## src/rtl/uart_pkg.sv

```systemverilog
// Shared definitions for the parametrised UART receiver: parity codes, FSM states
// and the 3-sample majority helper.
package uart_pkg;

  localparam int PAR_NONE  = 0;
  localparam int PAR_ODD   = 1;
  localparam int PAR_EVEN  = 2;
  localparam int DBITS_MAX = 9;

  typedef enum logic [2:0] {
    ST_IDLE,
    ST_START,
    ST_DATA,
    ST_PARITY,
    ST_STOP,
    ST_BRKWAIT
  } rx_state_t;

  function automatic logic majority3(input logic a, input logic b, input logic c);
    return (a & b) | (a & c) | (b & c);
  endfunction

endpackage

```

## src/rtl/uart_bit_timer.sv

```systemverilog
// Line synchroniser, falling-edge detect, per-bit timer and 3-sample majority vote
// centred on the middle of each bit period.
module uart_bit_timer
  import uart_pkg::*;
#(
  parameter int NT = 16
) (
  input  logic clk,
  input  logic rst_n,
  input  logic rxd,
  input  logic clr,
  output logic rxd_s,
  output logic fall_edge,
  output logic sample_vld,
  output logic sample_bit,
  output logic bit_end
);

  localparam int TW = $clog2(NT);
  localparam logic [TW-1:0] T_LAST = TW'(NT - 1);
  localparam logic [TW-1:0] T_VOTE = TW'(NT / 2 + 1);

  logic [1:0]    sync_reg;
  logic          prev_reg;
  logic [TW-1:0] cb_tact_reg;
  logic [TW-1:0] cb_tact_next;
  logic [1:0]    early_smp;

  always_ff @(posedge clk or negedge rst_n) begin
    if (!rst_n) begin
      sync_reg    <= 2'b11;
      prev_reg    <= 1'b1;
      cb_tact_reg <= '0;
    end else begin
      sync_reg    <= {sync_reg[0], rxd};
      prev_reg    <= sync_reg[1];
      cb_tact_reg <= cb_tact_next;
    end
  end

  // The first two votes are stored; the third is the live synchronised line.
  genvar gi;
  generate
    for (gi = 0; gi < 2; gi++) begin : g_smp
      localparam logic [TW-1:0] T_CAP = TW'(NT / 2 - 1 + gi);
      logic smp_reg;
      always_ff @(posedge clk or negedge rst_n) begin
        if (!rst_n)
          smp_reg <= 1'b1;
        else if (cb_tact_reg == T_CAP)
          smp_reg <= sync_reg[1];
      end
      assign early_smp[gi] = smp_reg;
    end
  endgenerate

  always_comb begin
    bit_end      = (cb_tact_reg == T_LAST);
    cb_tact_next = (clr || bit_end) ? '0 : cb_tact_reg + TW'(1);
  end

  assign rxd_s      = sync_reg[1];
  assign fall_edge  = prev_reg & ~sync_reg[1];
  assign sample_vld = (cb_tact_reg == T_VOTE);
  assign sample_bit = majority3(early_smp[0], early_smp[1], sync_reg[1]);

endmodule

```

## src/rtl/uart_rx_param.sv

```systemverilog
// Parametrised UART receiver: frame FSM, data shifter, error/break detection and a
// valid/ready hand-off of each completed word to the consumer.
module uart_rx_param
  import uart_pkg::*;
#(
  parameter int FCLK     = 50_000_000,
  parameter int BAUD     = 115200,
  parameter int DBITS    = 8,
  parameter int PARITY   = PAR_NONE,
  parameter int STOPBITS = 1
) (
  input  logic             clk,
  input  logic             rst_n,
  input  logic             rxd,
  output logic [DBITS-1:0] rx_data,
  output logic             rx_valid,
  input  logic             rx_ready,
  output logic             busy,
  output logic             frame_err,
  output logic             parity_err,
  output logic             overrun_err,
  output logic             brk
);

  localparam int NT = FCLK / BAUD;
  localparam int CW = $clog2(DBITS + 1);
  localparam logic [CW-1:0] CNT_DATA_LAST = CW'(DBITS);
  localparam logic [CW-1:0] CNT_STOP_LAST = CW'(STOPBITS - 1);
  localparam logic          ODD_FLIP      = (PARITY == PAR_ODD);
  localparam logic          HAS_PARITY    = (PARITY != PAR_NONE);

  rx_state_t        state_reg, state_next;
  logic [CW-1:0]    bit_cnt_reg;
  logic [DBITS-1:0] shift_reg;
  logic             par_err_reg, fe_acc_reg, any_one_reg;
  logic             done_reg, frame_err_reg, parity_err_reg, brk_reg, overrun_reg;
  logic [DBITS-1:0] rx_data_reg;
  logic             rx_valid_reg;

  logic rxd_s, fall_edge, sample_vld, sample_bit, bit_end;
  logic start_det, last_stop_smp, is_brk, frame_bad;

  uart_bit_timer #(.NT(NT)) u_timer (
    .clk        (clk),
    .rst_n      (rst_n),
    .rxd        (rxd),
    .clr        (start_det),
    .rxd_s      (rxd_s),
    .fall_edge  (fall_edge),
    .sample_vld (sample_vld),
    .sample_bit (sample_bit),
    .bit_end    (bit_end)
  );

  always_ff @(posedge clk or negedge rst_n) begin
    if (!rst_n) state_reg <= ST_IDLE;
    else        state_reg <= state_next;
  end

  always_comb begin
    state_next = state_reg;
    case (state_reg)
      ST_IDLE:    if (fall_edge) state_next = ST_START;
      ST_START: begin
        if (sample_vld && sample_bit) state_next = ST_IDLE;
        else if (bit_end)             state_next = ST_DATA;
      end
      ST_DATA:
        if (bit_end && bit_cnt_reg == CNT_DATA_LAST)
          state_next = HAS_PARITY ? ST_PARITY : ST_STOP;
      ST_PARITY:  if (bit_end) state_next = ST_STOP;
      ST_STOP:    if (last_stop_smp) state_next = is_brk ? ST_BRKWAIT : ST_IDLE;
      ST_BRKWAIT: if (rxd_s) state_next = ST_IDLE;
      default:    state_next = ST_IDLE;
    endcase
  end

  // Completion is decided at the vote of the last stop bit, not at the bit end.
  always_comb begin
    busy          = (state_reg != ST_IDLE);
    start_det     = (state_reg == ST_IDLE) && fall_edge;
    last_stop_smp = (state_reg == ST_STOP) && sample_vld && (bit_cnt_reg == CNT_STOP_LAST);
    is_brk        = ~any_one_reg & ~sample_bit;
    frame_bad     = fe_acc_reg | ~sample_bit;
  end

  always_ff @(posedge clk or negedge rst_n) begin
    if (!rst_n) begin
      bit_cnt_reg <= '0;
      shift_reg   <= '0;
      par_err_reg <= 1'b0;
      fe_acc_reg  <= 1'b0;
      any_one_reg <= 1'b0;
    end else if (start_det) begin
      bit_cnt_reg <= '0;
      par_err_reg <= 1'b0;
      fe_acc_reg  <= 1'b0;
      any_one_reg <= 1'b0;
    end else begin
      case (state_reg)
        ST_DATA: begin
          if (sample_vld) begin
            shift_reg   <= {sample_bit, shift_reg[DBITS-1:1]};
            bit_cnt_reg <= bit_cnt_reg + CW'(1);
            any_one_reg <= any_one_reg | sample_bit;
          end else if (bit_end && bit_cnt_reg == CNT_DATA_LAST) begin
            bit_cnt_reg <= '0;
          end
        end
        ST_PARITY: begin
          if (sample_vld) begin
            par_err_reg <= sample_bit ^ (^shift_reg) ^ ODD_FLIP;
            any_one_reg <= any_one_reg | sample_bit;
          end
        end
        ST_STOP: begin
          if (sample_vld) begin
            fe_acc_reg  <= fe_acc_reg | ~sample_bit;
            any_one_reg <= any_one_reg | sample_bit;
            bit_cnt_reg <= bit_cnt_reg + CW'(1);
          end
        end
        default: ;
      endcase
    end
  end

  // Status pulses in the completion cycle; the word hand-off follows one clock later.
  always_ff @(posedge clk or negedge rst_n) begin
    if (!rst_n) begin
      done_reg       <= 1'b0;
      frame_err_reg  <= 1'b0;
      parity_err_reg <= 1'b0;
      brk_reg        <= 1'b0;
      overrun_reg    <= 1'b0;
      rx_data_reg    <= '0;
      rx_valid_reg   <= 1'b0;
    end else begin
      done_reg       <= last_stop_smp & ~is_brk;
      frame_err_reg  <= last_stop_smp & frame_bad;
      parity_err_reg <= last_stop_smp & ~is_brk & par_err_reg & HAS_PARITY;
      brk_reg        <= last_stop_smp & is_brk;
      overrun_reg    <= done_reg & rx_valid_reg & ~rx_ready;
      if (done_reg && (!rx_valid_reg || rx_ready)) begin
        rx_data_reg  <= shift_reg;
        rx_valid_reg <= 1'b1;
      end else if (rx_valid_reg && rx_ready) begin
        rx_valid_reg <= 1'b0;
      end
    end
  end

  assign rx_data     = rx_data_reg;
  assign rx_valid    = rx_valid_reg;
  assign frame_err   = frame_err_reg;
  assign parity_err  = parity_err_reg;
  assign overrun_err = overrun_reg;
  assign brk         = brk_reg;

endmodule

```

## config.mk

```make
export PLATFORM = sky130hd
export DESIGN_NAME = uart_rx_param
export DESIGN_NICKNAME = d
export VERILOG_FILES = /design/src/rtl/uart_pkg.sv /design/src/rtl/uart_bit_timer.sv /design/src/rtl/uart_rx_param.sv
export SDC_FILE = /design/constraint.sdc
export NUM_CORES = 1
export LEC_CHECK = 0
export ABC_AREA = 0
export BUFFER_PORTS_ARGS = -buffer_cell sky130_fd_sc_hd__buf_4
export CAP_MARGIN = 0
export CORE_AREA = 2 2 72 74
export CTS_BUF_LIST = sky130_fd_sc_hd__clkbuf_8 sky130_fd_sc_hd__clkbuf_16
export DETAILED_ROUTE_END_ITERATION = 10
export DIE_AREA = 0 0 74 76
export HOLD_SLACK_MARGIN = 0.15
export PLACE_DENSITY_LB_ADDON = 0.15
export SLEW_MARGIN = 15
export SYNTH_ARGS = -nofsm -noshare
export SYNTH_HDL_FRONTEND = slang
export SYNTH_HIERARCHICAL = 1
export SYNTH_SLANG_ARGS = --single-unit
```

## constraint.sdc

```tcl
create_clock -name clk -period 3.8 [get_ports clk]
set_input_delay 0.76 -clock clk [delete_from_list [all_inputs] [get_ports clk]]
set_output_delay 0.76 -clock clk [all_outputs]
set_load 0.01 [all_outputs]
```

==> flow_summary_export.csv <==
group,metric,value,unit
timing,max_freq,434.3,MHz
global_route,grt_pass1_vias,1468,
floorplan,dieArea,5624,um^2
setup_path,startpoint,"u_timer/cb_tact_reg[0]",
synth,synth-seq-cells,44,
outcome,status,"completed",
place,dp.cells,266,
power,leakagePower,1.143,nW
route,drc,0,
cells_and_area,largest_reg_flops,9,
synth,synth_edf_count,0,
synth,ys_types,53,
clock_network,path_clk_slew,0.08,ns
synth,netlist_instances,185,
synth,synth.area.top_cells,"dfrtp_1 45%, mux2_2 9.3%, dfstp_2 6.0%",
floorplan,dieWidth,74,um
setup_path,worst_ep_required_time,3.97,ns
global_route,grt_use_total,0.1559,
cells_and_area,stdcell_area,2459,um^2
setup_path,r2r-start,"u_timer/cb_tact_reg[0]",
power,comb_power_share,0.262,
power,p_per_area,534.1,nW/um^2
setup_path,endpoint,"state_reg[2]",
cells_and_area,syn_to_final_growth,12.48,%
timing,relSlewSlack,0.6267,
synth,syn_avg_cell_area,11.82,um^2
clock_network,clk-insertion-delay-late,0.30,ns
cells_and_area,fillers,437,
route,wl_per_cell,13.90,um
clock_network,h-tree-depth,2,
timing,final_max_slew_viol_count,0,
synth,synth_nets,195,
cells_and_area,regArea,1107,um^2
setup_path,regToRegSetupSlack,1.50,ns
power,p_clk_frac,0.264,
power,power.internal,0.8661,mW
timing,rsz0062_at_grt,"no",
synth,yosysWarnings,6,
synth,netlist.top_cell.by_area,"dfrtp_1",
cells_and_area,final_cells,274,
timing,worstMarginPinSlew,0.5580,ns
power,vdd_drop_max,0.0003009,V
clock_network,postCtsSetupRepairBufs,0,
timing,fin_tns_setup,0,ns
setup_path,worstPathMaxFanout,8,
route,vias,1445,
floorplan,io_pins,18,
clock_network,tritoncts,"built",
place,portBuffers,16,
power,netSwitchingFraction,0.3405,
route,detail-route-antenna-nets,0,
timing,fin_crit,2.303,ns
synth,synthTopCellsByCount,"39 x dfrtp_1, 18 x mux2_2, 14 x inv_1",
setup_path,critPathLaunchType,"register",
job,maxCapViolations,0,
route,via_per_inst,5.274,
setup_path,path_class,"reg2reg",
place,placed_cell_area,2351,um^2
setup_path,reg2reg_to,"state_reg[2]",
timing,period_share,0.6060,
route,drtIter0Drc,130,
clock_network,clockRootBuffer,"clkbuf_8",
floorplan,initial_core_util,0.4450,
synth,synth_area,2186,um^2
synth,async_flop_share,1.000,
setup_path,end_kind,"register",
min_path,hold_path.class,"reg2reg",
place,dp_hpwl,2797,um
synth,yosysTopAreaCellShare,0.4465,
synth,ys.flop_type,"dfrtp_1",
clock_network,numClockSinks,44,
setup_path,r2r_cells,8,
global_route,grt_max_degree,45,
setup_path,arrival,2.48,ns
synth,yosysSeqAreaShare,0.5066,
global_route,grt_antenna_before_repair,0,
place,gp_congestion,0.8214,
floorplan,num_rows,26,
synth,synth_most_common_cell,"dfrtp_1",
power,pwr-share-seq,0.473,
floorplan,coreArea,4912,um^2
cells_and_area,fin_nets,213,
clock_network,post_cts_resized,0,
route,first_pass_iters,4,
global_route,globalRouteOverflowTotal,0,
cells_and_area,diodes,0,
cells_and_area,drive_above_1_share,0.3088,
power,p_switching,0.4471,mW
timing,finalClockSkew,0.007546,ns
cells_and_area,multi_input_area,979.7,um^2
clock_network,clock_path_buffers,2,
floorplan,die_h,76,um
global_route,grt_pass1_wl,6900,um
clock_network,cts_hold_repair.buffers,0,
route,routed_wl,3809,um
timing,hold_violations,0,
timing,setup_viol,0,
clock_network,cts_made_buffers,5,
==> worst min-delay path by stage <==
stage	from	end	slack, ns	cells after the start
detailed placement	u_timer/sync_reg[0]	u_timer/sync_reg[1]	0.35	0
CTS	u_timer/sync_reg[0]	u_timer/sync_reg[1]	0.36	0
global placement	u_timer/sync_reg[0]	u_timer/sync_reg[1]	0.35	0
global route	u_timer/sync_reg[0]	u_timer/sync_reg[1]	0.36	0
floorplan	u_timer/sync_reg[0]	u_timer/sync_reg[1]	0.35	0
finish	u_timer/sync_reg[0]	u_timer/sync_reg[1]	0.36	0
==> layout by cell type (no fill, tap or decap), drive strengths merged, types with 4 or more instances in the layout <==
cell	instances
nand2	8
inv	16
a21oi	7
clkbuf	5
nand3	9
buf	16
mux2	18
nor2	12
ha	6
dfstp	5
dfrtp	39
o21ai	9
nor3b	4
==> power groups by stage <==
stage / clock network [mW] / registers, mW / logic (mW)
finish: 0.347 / 0.622 / 0.345
global route: 0.377 / 0.636 / 0.390
CTS: 0.356 / 0.620 / 0.348
detailed placement: 0 / 0.630 / 0.345
global placement: 0 / 0.625 / 0.332
floorplan: 0 / 0.580 / 0.326
==> cell type report <==
type                    count  area share
repair buffers             16     0.04885
clock buffers               5     0.02799
well taps                  70     0.03562
flip-flops and latches     44      0.4504
clock inverters             3     0.01578
multi-input cells         121      0.3985
inverters                  15     0.02290
==> stage by stage <==
| stage | hold WS (ns) | total power, mW | setup WS (ns) | utilization |
|---|---|---|---|---|
| floorplan | 0.3452 | 0.9063 | 1.811 | - |
| global placement | 0.3534 | 0.9570 | 1.573 | 0.4786 |
| detailed placement | 0.3510 | 0.9747 | 1.509 | 0.4786 |
| CTS | 0.3623 | 1.324 | 1.491 | 0.5005 |
| global route | 0.3636 | 1.403 | 1.234 | 0.5005 |
| finish | 0.3598 | 1.313 | 1.497 | 0.5005 |
==> critical path, cell delays in order (launching register included) <==
cell	delay, ns
dfrtp_1	0.43
inv_1	0.10
ha_1	0.15
nor4bb_1	0.26
and2_1	0.39
and4bb_2	0.32
o22ai_2	0.12
o31ai_1	0.29
o41ai_1	0.12
==> logic make-up after synthesis <==
kind of cell             after synthesis  synth area share
flip-flops                            44            0.5066
other                                  1          0.001716
adder cells (fa/ha/maj)                7           0.03892
XOR/XNOR                               4           0.01603
AO/OA/AOI/OAI                         30            0.1151
buffers and inverters                 20           0.04521
AND/OR/NAND/NOR                       59            0.1746
multiplexers                          20            0.1019
==> routing by layer <==
metal | wire [um] | up-vias | track usage
met5 | 0 | - | 0
met4 | 76 | 0 | 0.05818
met3 | 126 | 7 | 0.04101
met2 | 1861 | 21 | 0.2366
met1 | 1744 | 718 | 0.2126
li1 | - | 699 | -
(Power assumes the default switching activity.)
